$ cat src/rtl/cpu16_multicycle_ctrl.sv
// cpu16_multicycle_ctrl
//   Multicycle control unit for the 16-bit CPU. It steps one instruction
//   through FETCH, DECODE, EXEC, MEM and WB, and drives every datapath
//   select and write strobe. Memory accesses in FETCH and MEM stall until
//   i_mem_ready is high.
//
// Ports
//   i_clk         system clock, rising edge
//   i_rst_n       asynchronous active-low reset
//   i_opcode      IR[15:12], only looked at in DECODE
//   i_zero        ALU zero flag, used by BEQ in EXEC
//   i_mem_ready   memory completes the current access this cycle
//   o_pc_write    PC load enable
//   o_pc_src      PC source: 00 PC+2, 01 branch target, 10 jump target
//   o_ir_write    instruction register load enable
//   o_mem_read    memory read request
//   o_mem_write   memory write request
//   o_reg_write   register-file write enable
//   o_reg_dst     destination register: 0 rt, 1 rd
//   o_mem_to_reg  write-back data: 0 ALU, 1 memory
//   o_alu_src     ALU B operand: 0 register, 1 sign-extended immediate
//   o_alu_op      ALU operation: 00 add, 01 sub, 10 funct field
//   o_state       current state (debug)
//   o_illegal     one-cycle pulse when an undefined opcode is decoded
//   o_halted      high while in HALT
module cpu16_multicycle_ctrl (
    input  logic       i_clk,
    input  logic       i_rst_n,
    input  logic [3:0] i_opcode,
    input  logic       i_zero,
    input  logic       i_mem_ready,
    output logic       o_pc_write,
    output logic [1:0] o_pc_src,
    output logic       o_ir_write,
    output logic       o_mem_read,
    output logic       o_mem_write,
    output logic       o_reg_write,
    output logic       o_reg_dst,
    output logic       o_mem_to_reg,
    output logic       o_alu_src,
    output logic [1:0] o_alu_op,
    output logic [2:0] o_state,
    output logic       o_illegal,
    output logic       o_halted
);

    typedef enum logic [2:0] {
        ST_FETCH  = 3'd0,
        ST_DECODE = 3'd1,
        ST_EXEC   = 3'd2,
        ST_MEM    = 3'd3,
        ST_WB     = 3'd4,
        ST_HALT   = 3'd5
    } state_t;

    typedef enum logic [3:0] {
        OP_R    = 4'b0000,
        OP_ADDI = 4'b0001,
        OP_LW   = 4'b0010,
        OP_SW   = 4'b0011,
        OP_BEQ  = 4'b0100,
        OP_JMP  = 4'b0101,
        OP_HALT = 4'b1111
    } opcode_t;

    state_t     r_state;
    state_t     w_next;
    logic [3:0] r_op;

    // State register and opcode capture
    always_ff @(posedge i_clk or negedge i_rst_n) begin
        if (!i_rst_n) begin
            r_state <= ST_FETCH;
            r_op    <= '0;
        end else begin
            r_state <= w_next;
            if (r_state == ST_DECODE) begin
                r_op <= i_opcode;
            end
        end
    end

    // Next-state logic; unused encodings fall back to FETCH
    always_comb begin
        w_next = ST_FETCH;
        case (r_state)
            ST_FETCH:  w_next = i_mem_ready ? ST_DECODE : ST_FETCH;
            ST_DECODE: begin
                case (i_opcode)
                    OP_R, OP_ADDI, OP_LW, OP_SW, OP_BEQ: w_next = ST_EXEC;
                    OP_HALT:                             w_next = ST_HALT;
                    default:                             w_next = ST_FETCH;
                endcase
            end
            ST_EXEC: begin
                case (r_op)
                    OP_R, OP_ADDI: w_next = ST_WB;
                    OP_LW, OP_SW:  w_next = ST_MEM;
                    default:       w_next = ST_FETCH;
                endcase
            end
            ST_MEM: begin
                if (!i_mem_ready) begin
                    w_next = ST_MEM;
                end else if (r_op == OP_LW) begin
                    w_next = ST_WB;
                end else begin
                    w_next = ST_FETCH;
                end
            end
            ST_WB:   w_next = ST_FETCH;
            ST_HALT: w_next = ST_HALT;
            default: w_next = ST_FETCH;
        endcase
    end

    // Output logic. DECODE looks at i_opcode directly because r_op is only
    // loaded at the end of that cycle. Everything is held at 0 while reset
    // is low so no strobe survives the asynchronous reset edge.
    always_comb begin
        o_pc_write   = 1'b0;
        o_pc_src     = 2'b00;
        o_ir_write   = 1'b0;
        o_mem_read   = 1'b0;
        o_mem_write  = 1'b0;
        o_reg_write  = 1'b0;
        o_reg_dst    = 1'b0;
        o_mem_to_reg = 1'b0;
        o_alu_src    = 1'b0;
        o_alu_op     = 2'b00;
        o_illegal    = 1'b0;
        o_halted     = 1'b0;
        if (i_rst_n) begin
            case (r_state)
                ST_FETCH: begin
                    o_mem_read = 1'b1;
                    if (i_mem_ready) begin
                        o_ir_write = 1'b1;
                        o_pc_write = 1'b1;
                    end
                end
                ST_DECODE: begin
                    case (i_opcode)
                        OP_JMP: begin
                            o_pc_write = 1'b1;
                            o_pc_src   = 2'b10;
                        end
                        OP_R, OP_ADDI, OP_LW, OP_SW, OP_BEQ, OP_HALT: ;
                        default: o_illegal = 1'b1;
                    endcase
                end
                ST_EXEC: begin
                    case (r_op)
                        OP_R:                 o_alu_op  = 2'b10;
                        OP_ADDI, OP_LW, OP_SW: o_alu_src = 1'b1;
                        OP_BEQ: begin
                            o_alu_op = 2'b01;
                            if (i_zero) begin
                                o_pc_write = 1'b1;
                                o_pc_src   = 2'b01;
                            end
                        end
                        default: ;
                    endcase
                end
                ST_MEM: begin
                    o_mem_read  = (r_op == OP_LW);
                    o_mem_write = (r_op == OP_SW);
                end
                ST_WB: begin
                    o_reg_write  = 1'b1;
                    o_reg_dst    = (r_op == OP_R);
                    o_mem_to_reg = (r_op == OP_LW);
                end
                ST_HALT: o_halted = 1'b1;
                default: ;
            endcase
        end
    end

    assign o_state = r_state;

endmodule

$ cat config.mk
export PLATFORM = sky130hd
export DESIGN_NAME = cpu16_multicycle_ctrl
export DESIGN_NICKNAME = d
export VERILOG_FILES = /design/src/rtl/cpu16_multicycle_ctrl.sv
export SDC_FILE = /design/constraint.sdc
export NUM_CORES = 1
export LEC_CHECK = 0
export ABC_AREA = 1
export CORE_MARGIN = 2
export CORE_UTILIZATION = 36
export DETAILED_ROUTE_END_ITERATION = 10
export PLACE_DENSITY = 0.72
export SETUP_SLACK_MARGIN = 0.5
export SLEW_MARGIN = 40
export SYNTH_ARGS = -nofsm -noshare
export SYNTH_HDL_FRONTEND = slang
export SYNTH_SLANG_ARGS = --single-unit
$ cat constraint.sdc
create_clock -name i_clk -period 2.7 [get_ports i_clk]
set_input_delay 0.54 -clock i_clk [delete_from_list [all_inputs] [get_ports i_clk]]
set_output_delay 0.54 -clock i_clk [all_outputs]
set_load 0.02 [all_outputs]
==> flow_metrics.tcl <==
set metrics [dict create \
    outcome "completed" \
    vias 654 \
    via_count_of_the_first_global_routing_pass 634 \
    slowest_stage "sky130_fd_sc_hd__clkdlybuf4s50_1" \
    netlist_top_cells_count "sky130_fd_sc_hd__nand2_1, sky130_fd_sc_hd__nor2_1, sky130_fd_sc_hd__inv_1" \
    wire_length_of_the_first_global_routing_pass_mm 2.48 \
    die-height_um 42.3 \
    synth_seq_cells 7 \
    worst-slew-pin-transition_ns 0.282 \
    clk_pin_slew_worst_paths_ns 0.05 \
    die-area_sq_um 1790 \
    slowest_delay_ns 0.46 \
    worst_setup_path_start_kind "primary input" \
    fin_ws_ns 0.557 \
    fmax_mhz 467 \
    count_of_distinct_cell_types_in_the_synthesized_netlist 16 \
    max-cap-violations 0 \
    synth_seq_area_share_pct 33.1 \
    route.detailed.drc 0 \
    maxSlewHeadroom_pct 81.2 \
    clock_root_cell "sky130_fd_sc_hd__clkbuf_4" \
    synthesis.area_sq_um 529 \
    min-delay-path-class "primary input to asynchronous set/reset pin" \
    groute.usage.overall_pct 17.9 \
    synth-warning-count 0 \
    worst-setup-path-type "primary input to output port" \
    synthToLayoutAreaGrowth_pct 55.3 \
    initial_utilization_pct 39.7 \
    setup-tns-final_ns 0 \
    grt_setup_unrepaired "true" \
    design_power_total_uw 633 \
    layout_worst_path_cycle_share_pct 79.4 \
    r2r_slack_ns 1.55 \
    antenna_violations_before_repair 0 \
    syn-num-nets 93 \
    clock_tree.buffer_depth 2 \
    routed_via_density 4.99 \
    pwr_density_cell_nw_per_um2 771 \
    ir_drop_v 0.000387 \
    synthCells 85 \
    globalplace.congestion 0.751 \
    timing.critical_path.required_ns 2.16 \
    wl_per_cell_um 10.8 \
    timing.critical_path.arrival_ns 1.60 \
    fin_crit_period_ns 2.14 \
    setup_viol 0 \
    critical_path.endpoint_type "output port" \
    crit_path_cell_trace "clkdlybuf4s50_1 -> nand4_1 -> nor3_1 -> clkdlybuf4s15_2" \
    initialDrtViolationCount 8 \
    number_of_synthesized_flops_with_an_enable_pin 0 \
    hpwlAfterDp_mm 1.18 \
    clk_latency_ns 0.24 \
    dpl_worst_slack_ns 0.0536 \
    synth_largest_area_cell "sky130_fd_sc_hd__dfrtp_1" \
    slew_viols_final 0 \
    report.final.hold_viol_count 0 \
    async_reset_ff_share_pct 100 \
    cts_inserted_buffers 3 \
    cp_max_fo 2 \
    synthesis.area_per_instance_sq_um 6.23 \
    boundaryPins 25 \
    design.core.area_sq_um 1330 \
    most_frequent_cell_after_synthesis "sky130_fd_sc_hd__nand2_1" \
    clock_sink_count 7 \
    io_buffer_count 24 \
    proportion_of_netlist_area_held_by_the_largest_area_contributor_pct 33.1 \
    clock-skew-final_ns 0.00345 \
    synth_top_cells_by_area "sky130_fd_sc_hd__dfrtp_1, sky130_fd_sc_hd__nand2_1, sky130_fd_sc_hd__nor2_1, sky130_fd_sc_hd__inv_1, sky130_fd_sc_hd__nand3_1" \
    antenna_cells 0 \
    overflow 0 \
    grt_start_max_net_pins 9 \
    antenna_left 0 \
    hold_slack_ns 0.303 \
    final_layout_size_suffix_gt1_share_pct 23.3 \
    detail_route.first_pass.iterations 4 \
    final_util_pct 61.6 \
    route.final.wire_length_mm 1.41 \
    tritoncts "yes" \
    final_nets 125 \
    die_x_um 42.3 \
    dominant_register_cell_in_the_synthesized_netlist "sky130_fd_sc_hd__dfrtp_1" \
    cellLeakagePower_nw 0.447 \
    fp-row-count 13 \
    htreeDepth 1 \
]
state kept, by name, indices dropped and copies added (netlist names):
signal,cells
o_state,3
r_op,4
path summary, 6_finish.rpt:
path | start | cells after the start | endpoint
setup / recovery | i_zero | 4 | o_pc_src[0]
hold / removal | i_rst_n | 2 | r_op[1]
setup reg to reg | o_state[2] | 5 | o_state[0]
hold reg to reg | r_op[2] | 2 | r_op[2]
max in group asynchronous | i_rst_n | 2 | r_op[3]
min in group i_clk | r_op[2] | 2 | r_op[2]
cell families after synthesis:
logic type             synth area share (%)
AND/OR/NAND/NOR                        52.0
buffers and inverters                  9.22
AO/OA/AOI/OAI                          5.67
flip-flops                             33.1
metrics by stage:
stage / instances / instance area (sq um)
after floorplan: 85 / 529
after global placement: 126 / 803
after detailed placement: 126 / 803
after CTS: 130 / 818
after global routing: 131 / 822
final: 131 / 822
worst max-delay path, delay by kind of cell:
family	cells	cell delay, ns
simple gates	2	0.31
buf+inv	2	0.75
cells in the final DEF, fill, tap and decap left out, drive strengths merged:
cell,instances
clkbuf,6
clkdlybuf4s50,6
dlymetal6s2s,4
nand3,7
nand2,24
o21ai,3
nor2,19
nor3,6
dlygate4sd2,2
a21oi,3
nand4,2
nor4,1
clkdlybuf4s15,5
dfrtp,7
buf,8
inv,13
timing repair:
item,CTS,global route
buffers inserted,0,1
hold buffers,0,0
endpoints found under the setup margin,14,12
resized for setup,42,13
cell type report:
cell class,instances,area (sq um)
multi-input cells,65,305
clock buffers,4,26.3
well taps,15,18.8
fillers,130,512
flip-flops and latches,7,175
repair buffers,27,248
inverters,13,48.8
where the power goes:
part	switching, mW	internal (mW)	total [mW]
logic	0.219	0.123	0.343
clock network	0.0335	0.0561	0.0895
registers	0.0521	0.149	0.201
total	0.305	0.329	0.633
layer usage:
layer | GRT usage, % | vias up | wire (um)
met5 | 0 | - | 0
met4 | 10.6 | 0 | 31
met3 | 2.59 | 4 | 77
met2 | 31.1 | 26 | 699
met1 | 20.4 | 289 | 603
li1 | - | 335 | -
(Power assumes the default switching activity.)
